**src/rtl/song_sequencer.sv**
```systemverilog
// Song sequencer: steps a 32-entry note table at a fixed tempo and drives the
// tone generator with note_address/enable, inserting a short silence at each note end.
module song_sequencer #(
    parameter int CLK_HZ     = 25000000,
    parameter int TICK_HZ    = 16,
    parameter int GAP_CYCLES = 125000
) (
    input  logic       clk,
    input  logic       resetn,
    input  logic       start,
    input  logic       stop,
    input  logic       loop,
    input  logic       wr_en,
    input  logic [4:0] wr_addr,
    input  logic [6:0] wr_data,
    output logic [1:0] note_address,
    output logic       enable,
    output logic       busy,
    output logic       done,
    output logic [4:0] pos
);

    localparam int TICK_DIV = CLK_HZ / TICK_HZ;
    localparam int TW       = $clog2(TICK_DIV);
    localparam logic [TW-1:0] TICK_LAST = TW'(TICK_DIV - 1);
    localparam logic [TW:0]   GAP_START = (TW+1)'(TICK_DIV - GAP_CYCLES);

    typedef enum logic [2:0] {IDLE, FETCH, EVAL, PLAY, FINISH} state_t;

    state_t        state, state_n;
    logic [6:0]    table_mem [32];
    logic [6:0]    rd_data;
    logic [TW-1:0] tick_cnt, tick_n;
    logic [4:0]    remaining, rem_n;
    logic [1:0]    note_code, code_n;
    logic [4:0]    pos_n;
    logic [1:0]    na_n;
    logic          en_n, busy_n, done_n;

    // Song table: no reset, a same-cycle write/read of one address returns old data
    always_ff @(posedge clk) begin
        if (wr_en)
            table_mem[wr_addr] <= wr_data;
        if (state == FETCH)
            rd_data <= table_mem[pos];
    end

    always_ff @(posedge clk or negedge resetn) begin
        if (!resetn) begin
            state        <= IDLE;
            pos          <= '0;
            tick_cnt     <= '0;
            remaining    <= '0;
            note_code    <= '0;
            note_address <= '0;
            enable       <= 1'b0;
            busy         <= 1'b0;
            done         <= 1'b0;
        end else begin
            state        <= state_n;
            pos          <= pos_n;
            tick_cnt     <= tick_n;
            remaining    <= rem_n;
            note_code    <= code_n;
            note_address <= na_n;
            enable       <= en_n;
            busy         <= busy_n;
            done         <= done_n;
        end
    end

    always_comb begin
        state_n = state;
        pos_n   = pos;
        tick_n  = tick_cnt;
        rem_n   = remaining;
        code_n  = note_code;
        na_n    = note_address;
        en_n    = 1'b0;
        done_n  = 1'b0;

        case (state)
            IDLE: begin
                if (start && !stop) begin
                    state_n = FETCH;
                    pos_n   = '0;
                end
            end
            FETCH: state_n = EVAL;
            EVAL: begin
                if (rd_data[4:0] == 5'd0) begin
                    // Looping on an empty song would spin forever, so it finishes instead
                    if (loop && pos != 5'd0) begin
                        pos_n   = '0;
                        state_n = FETCH;
                    end else begin
                        state_n = FINISH;
                    end
                end else begin
                    rem_n   = rd_data[4:0];
                    tick_n  = '0;
                    code_n  = rd_data[6:5];
                    state_n = PLAY;
                end
            end
            PLAY: begin
                if (tick_cnt == TICK_LAST) begin
                    tick_n = '0;
                    if (remaining == 5'd1) begin
                        pos_n = pos + 5'd1;
                        if (pos == 5'd31 && !loop)
                            state_n = FINISH;
                        else
                            state_n = FETCH;
                    end else begin
                        rem_n = remaining - 5'd1;
                    end
                end else begin
                    tick_n = tick_cnt + TW'(1);
                end
            end
            FINISH: state_n = IDLE;
            default: state_n = IDLE;
        endcase

        if (stop && state != IDLE)
            state_n = IDLE;

        // Outputs are registered, so they are derived from the upcoming state
        case (state_n)
            PLAY: begin
                na_n = code_n;
                en_n = (code_n != 2'b00) &&
                       !(rem_n == 5'd1 && {1'b0, tick_n} >= GAP_START);
            end
            FINISH: begin
                na_n   = 2'b00;
                done_n = 1'b1;
            end
            IDLE: na_n = 2'b00;
            default: ;
        endcase
        busy_n = (state_n != IDLE);
    end

endmodule

```
**config.mk**
```make
export PLATFORM = sky130hd
export DESIGN_NAME = song_sequencer
export DESIGN_NICKNAME = d
export VERILOG_FILES = /design/src/rtl/song_sequencer.sv
export SDC_FILE = /design/constraint.sdc
export NUM_CORES = 1
export LEC_CHECK = 0
export CAP_MARGIN = 20
export CORE_ASPECT_RATIO = 1.2
export CORE_MARGIN = 5
export CORE_UTILIZATION = 53
export CTS_CLUSTER_DIAMETER = 50
export DETAILED_ROUTE_END_ITERATION = 10
export HOLD_SLACK_MARGIN = 0.12
export PLACE_DENSITY = 0.69
export SLEW_MARGIN = 5
export SYNTH_ARGS = -nofsm -noshare
export SYNTH_HDL_FRONTEND = slang
export SYNTH_SLANG_ARGS = --single-unit
```
**constraint.sdc**
```tcl
create_clock -name clk -period 3.8 [get_ports clk]
set_input_delay 0.57 -clock clk [delete_from_list [all_inputs] [get_ports clk]]
set_output_delay 0.57 -clock clk [all_outputs]
set_load 0.005 [all_outputs]
```
==> metrics.md <==
| Metric | Value |
|---|---|
| Status | complete, no violations |
| Mean area per synthesized cell | 16.7 µm² |
| Largest buffer count on any clock path | 3 |
| Antenna Nets Post-Route | 0 |
| Multiplexer share of the synthesized area | 14.0% |
| P_sw | 2.05 mW |
| Startpoint types | register |
| Main combinational cell family by area after synthesis | multiplexers |
| Synth Area in Simple Gates | 9.93% |
| CP endpoint kind | register |
| Pre-CTS WS | 703 ps |
| Comb pwr share | 18.0% |
| Max incr delay on CP | 720 ps |
| Routed via count | 6427 |
| Setup CP Type | reg -> reg |
| Seq/Total Area, Yosys | 68.4% |
| Core box area | 21600 µm² |
| Ys flop type | edfxtp_1 |
| GRT Util Overall | 18.9% |
| ANT cells | 0 |
| Dominant cells by area after synthesis | edfxtp_1 (60%), mux4_2 (14%), dfrtp_1 (8.8%), nand2_1 (2.0%), nor2_1 (1.8%) |
| Critical Path Fanout Max | 19 |
| Post-synthesis register bit count | 272 |
| Measured slew at the worst slew-check pin | 1070 ps |
| Die area | 25000 µm² |
| Fin. Hold Viols | 0 |
| Vert. Die Dim | 172 µm |
| Net count, final | 760 |
| Vias/cell | 6.23 |
| Total CTS buffers | 28 |
| Post-DP HPWL | 15300 µm |
| Post-Syn Area | 11600 µm² |
| Post-Syn Nets | 721 |
| GRT overflow | 0 |
| EDFF count, synth | 231 |
| Min Tclk post-route | 3160 ps |
| Setup Skew | 10.2 ps |
| Sw Ratio | 25.5% |
| First-pass GRT wire length | 37200 µm |
| Clk pwr share | 37.6% |
| Max cap viols | 0 |
| Post-synthesis compound-gate area fraction | 5.11% |
| Fmax | 0.316 GHz |
| I/O pins | 28 |
| Initial DRC count | 494 |
| Pwr/cell area | 602 nW/µm² |
| Clock slew at reported path FFs | 60 ps |
| Worst path required time | 4190 ps |
| Worst min path class | in -> async |
| Setup Viol. Count Final | 0 |
| Ratio of cells with drive above 1 in the final layout | 21.2% |
| CTS tree | done |
| Rel. slew slack | 28.4% |
| Mapped Cells | 697 |
| DRC | 0 |
| Post-layout power | 8.01 mW |
| Clock root buffer | clkbuf_16 |
| Ys async rst share | 15.1% |
| Final Cell Area | 13300 µm² |
| Top cell type's share of synthesized area | 59.6% |
| Min setup slack post-route | 638 ps |
| Largest net degree at the start of global routing | 49 |
| Area occupied by multi-input gates | 3450 µm² |
| Register area | 7970 µm² |
| Post-synthesis xor/xnor area fraction | 0% |
| Critical Path AT | 3550 ps |
| Routability Congestion | 0.923 |
| Skew-Pair Late Insertion Delay | 530 ps |
| Internal power | 5.96 mW |
| Post-Route WL | 23700 µm |
| Peak supply drop | 0.522 mV |
| Flop pwr share | 44.4% |
| Chip width | 145 µm |
| Port-buffer cells | 27 |
| TritonRoute pass-1 iters | 6 |
| Post-CTS Setup Bufs | 0 |
| WL per Instance | 23.0 µm |
| Cts hold-fix bufs | 0 |
| Antenna violations before repair | 0 |
| Fillers | 1551 |
| DP Area | 12200 µm² |
| Period utilisation layout | 83.2% |
| Area share of fa/ha/maj cells after synthesis | 0.645% |
| CTS-repair resized insts | 0 |
| Rows | 59 |
| Distinct cells, synth | 73 |
| Vias in the first global route | 6605 |
| Yosys warns | 0 |
| Clk sinks | 272 |
| H-tree depth | 1 |
| Leak Pwr | 4.47 nW |
| Slowest-stage cell, CP | a21oi_2 |
| Slew Viols, Final | 0 |
| Setup TNS | 0 ps |
| Starting Density | 53.8% |
| Yosys top cell by area | edfxtp_1 |
| Crit-path cells | ha_1, nor4b_2, and3_1, a21oi_2, o21ai_1, a221oi_1, a311oi_2, o31ai_2, a221oi_2 |
| Area growth syn-to-layout | 14.5% |
| RSZ-0062 raised after global routing | false |
| Hold WS | 186 ps |
## path summary, 6_finish.rpt
kind                                              from                          end  slack (ps)  cells past startpoint
min in group clk           note_address[0]$_DFFE_PN0P_  note_address[0]$_DFFE_PN0P_         490                      2
max reg2reg                      tick_cnt[0]$_DFF_PN0_             enable$_DFF_PN0_         640                      9
max in group asynchronous                       resetn           pos[0]$_DFFE_PN0P_        2930                      1
min reg2reg                note_address[0]$_DFFE_PN0P_  note_address[0]$_DFFE_PN0P_         490                      2
max                              tick_cnt[0]$_DFF_PN0_             enable$_DFF_PN0_         640                      9
min                                             resetn       tick_cnt[17]$_DFF_PN0_         190                      1
## state kept, by name, indices dropped and copies added, names as in the netlist
signal and cells:
table_mem 224, tick_cnt 21, rd_data 7, pos 5
remaining 5, state 3, note_address 2, note_code 2
busy 1, done 1, enable 1
## worst max-delay path: cells and delay by family (launching register included)
kind	cells	cell delay, ps
AOI/OAI and AO/OA	6	1780
DFF	1	460
and+or+nand+nor	2	450
adders and majority gates	1	320
## cell usage after synthesis (all sizes together) (5+ instances only)
cell    instances
clkbuf         15
a31oi           8
a21oi          12
nand3b          6
nand3          22
nor3            8
ha              6
nand4          10
mux4           70
dfrtp          41
buf            17
or3             5
o21ai          29
edfxtp        231
inv            16
nor4            7
nor2           58
and3           10
nand2          62
## power groups by stage
stage	Clock, mW	Sequential [mW]	Combinational [mW]
after floorplan	0	3.49	1.10
after global placement	0	3.62	1.39
after detailed placement	0	3.62	1.42
after CTS	3.06	3.56	1.43
after global routing	3.19	3.59	1.56
final	3.01	3.56	1.44
## cell families (layout without fill, tap and decap cells)
group,after synthesis,in the layout
fa+ha+maj,6,6
buf+inv,48,109
compound gates,84,84
mux,75,75
simple gates,212,212
flops,272,272
## cell type report
type | instances | area share [%]
inverters | 16 | 0.451
flip-flops and latches | 272 | 59.8
repair buffers | 41 | 3.46
clock buffers | 32 | 5.53
multi-input cells | 377 | 25.9
well taps | 274 | 2.57
clock inverters | 20 | 2.22
## through the flow
step	utilization [%]	std cells
2_1_floorplan	-	697
3_3_place_gp	56.2	973
3_5_place_dp	56.2	973
4_1_cts	61.0	1025
5_1_grt	61.6	1032
6_report	61.6	1032
## placed cells by master, fill, tap and decap left out, types with 3 or more instances in the layout
master	n
a31oi_1	8
o211ai_1	3
nor3_1	7
bufinv_16	7
dfrtp_1	39
nor2_1	56
nand2b_1	3
buf_8	6
nand4b_1	3
mux4_2	70
ha_1	6
a22oi_1	3
inv_1	15
clkdlybuf4s50_1	26
clkbuf_1	3
a21oi_1	11
nand4_1	7
nand3b_1	6
buf_4	5
clkinvlp_4	3
or3_1	5
nand3_1	22
o21ai_1	4
mux2i_1	4
a22o_1	4
o21ai_0	23
o31ai_1	3
and3_1	8
nand2_1	61
nor4_1	6
clkinv_1	3
clkbuf_16	29
edfxtp_1	231
clkinv_2	4
## per-layer routing
metal,GRT usage (%),routed length (µm)
met1,24.9,9290
met2,33.7,12400
met3,2.78,1560
met4,4.42,495
met5,0,0
(Power assumes the default switching activity.)
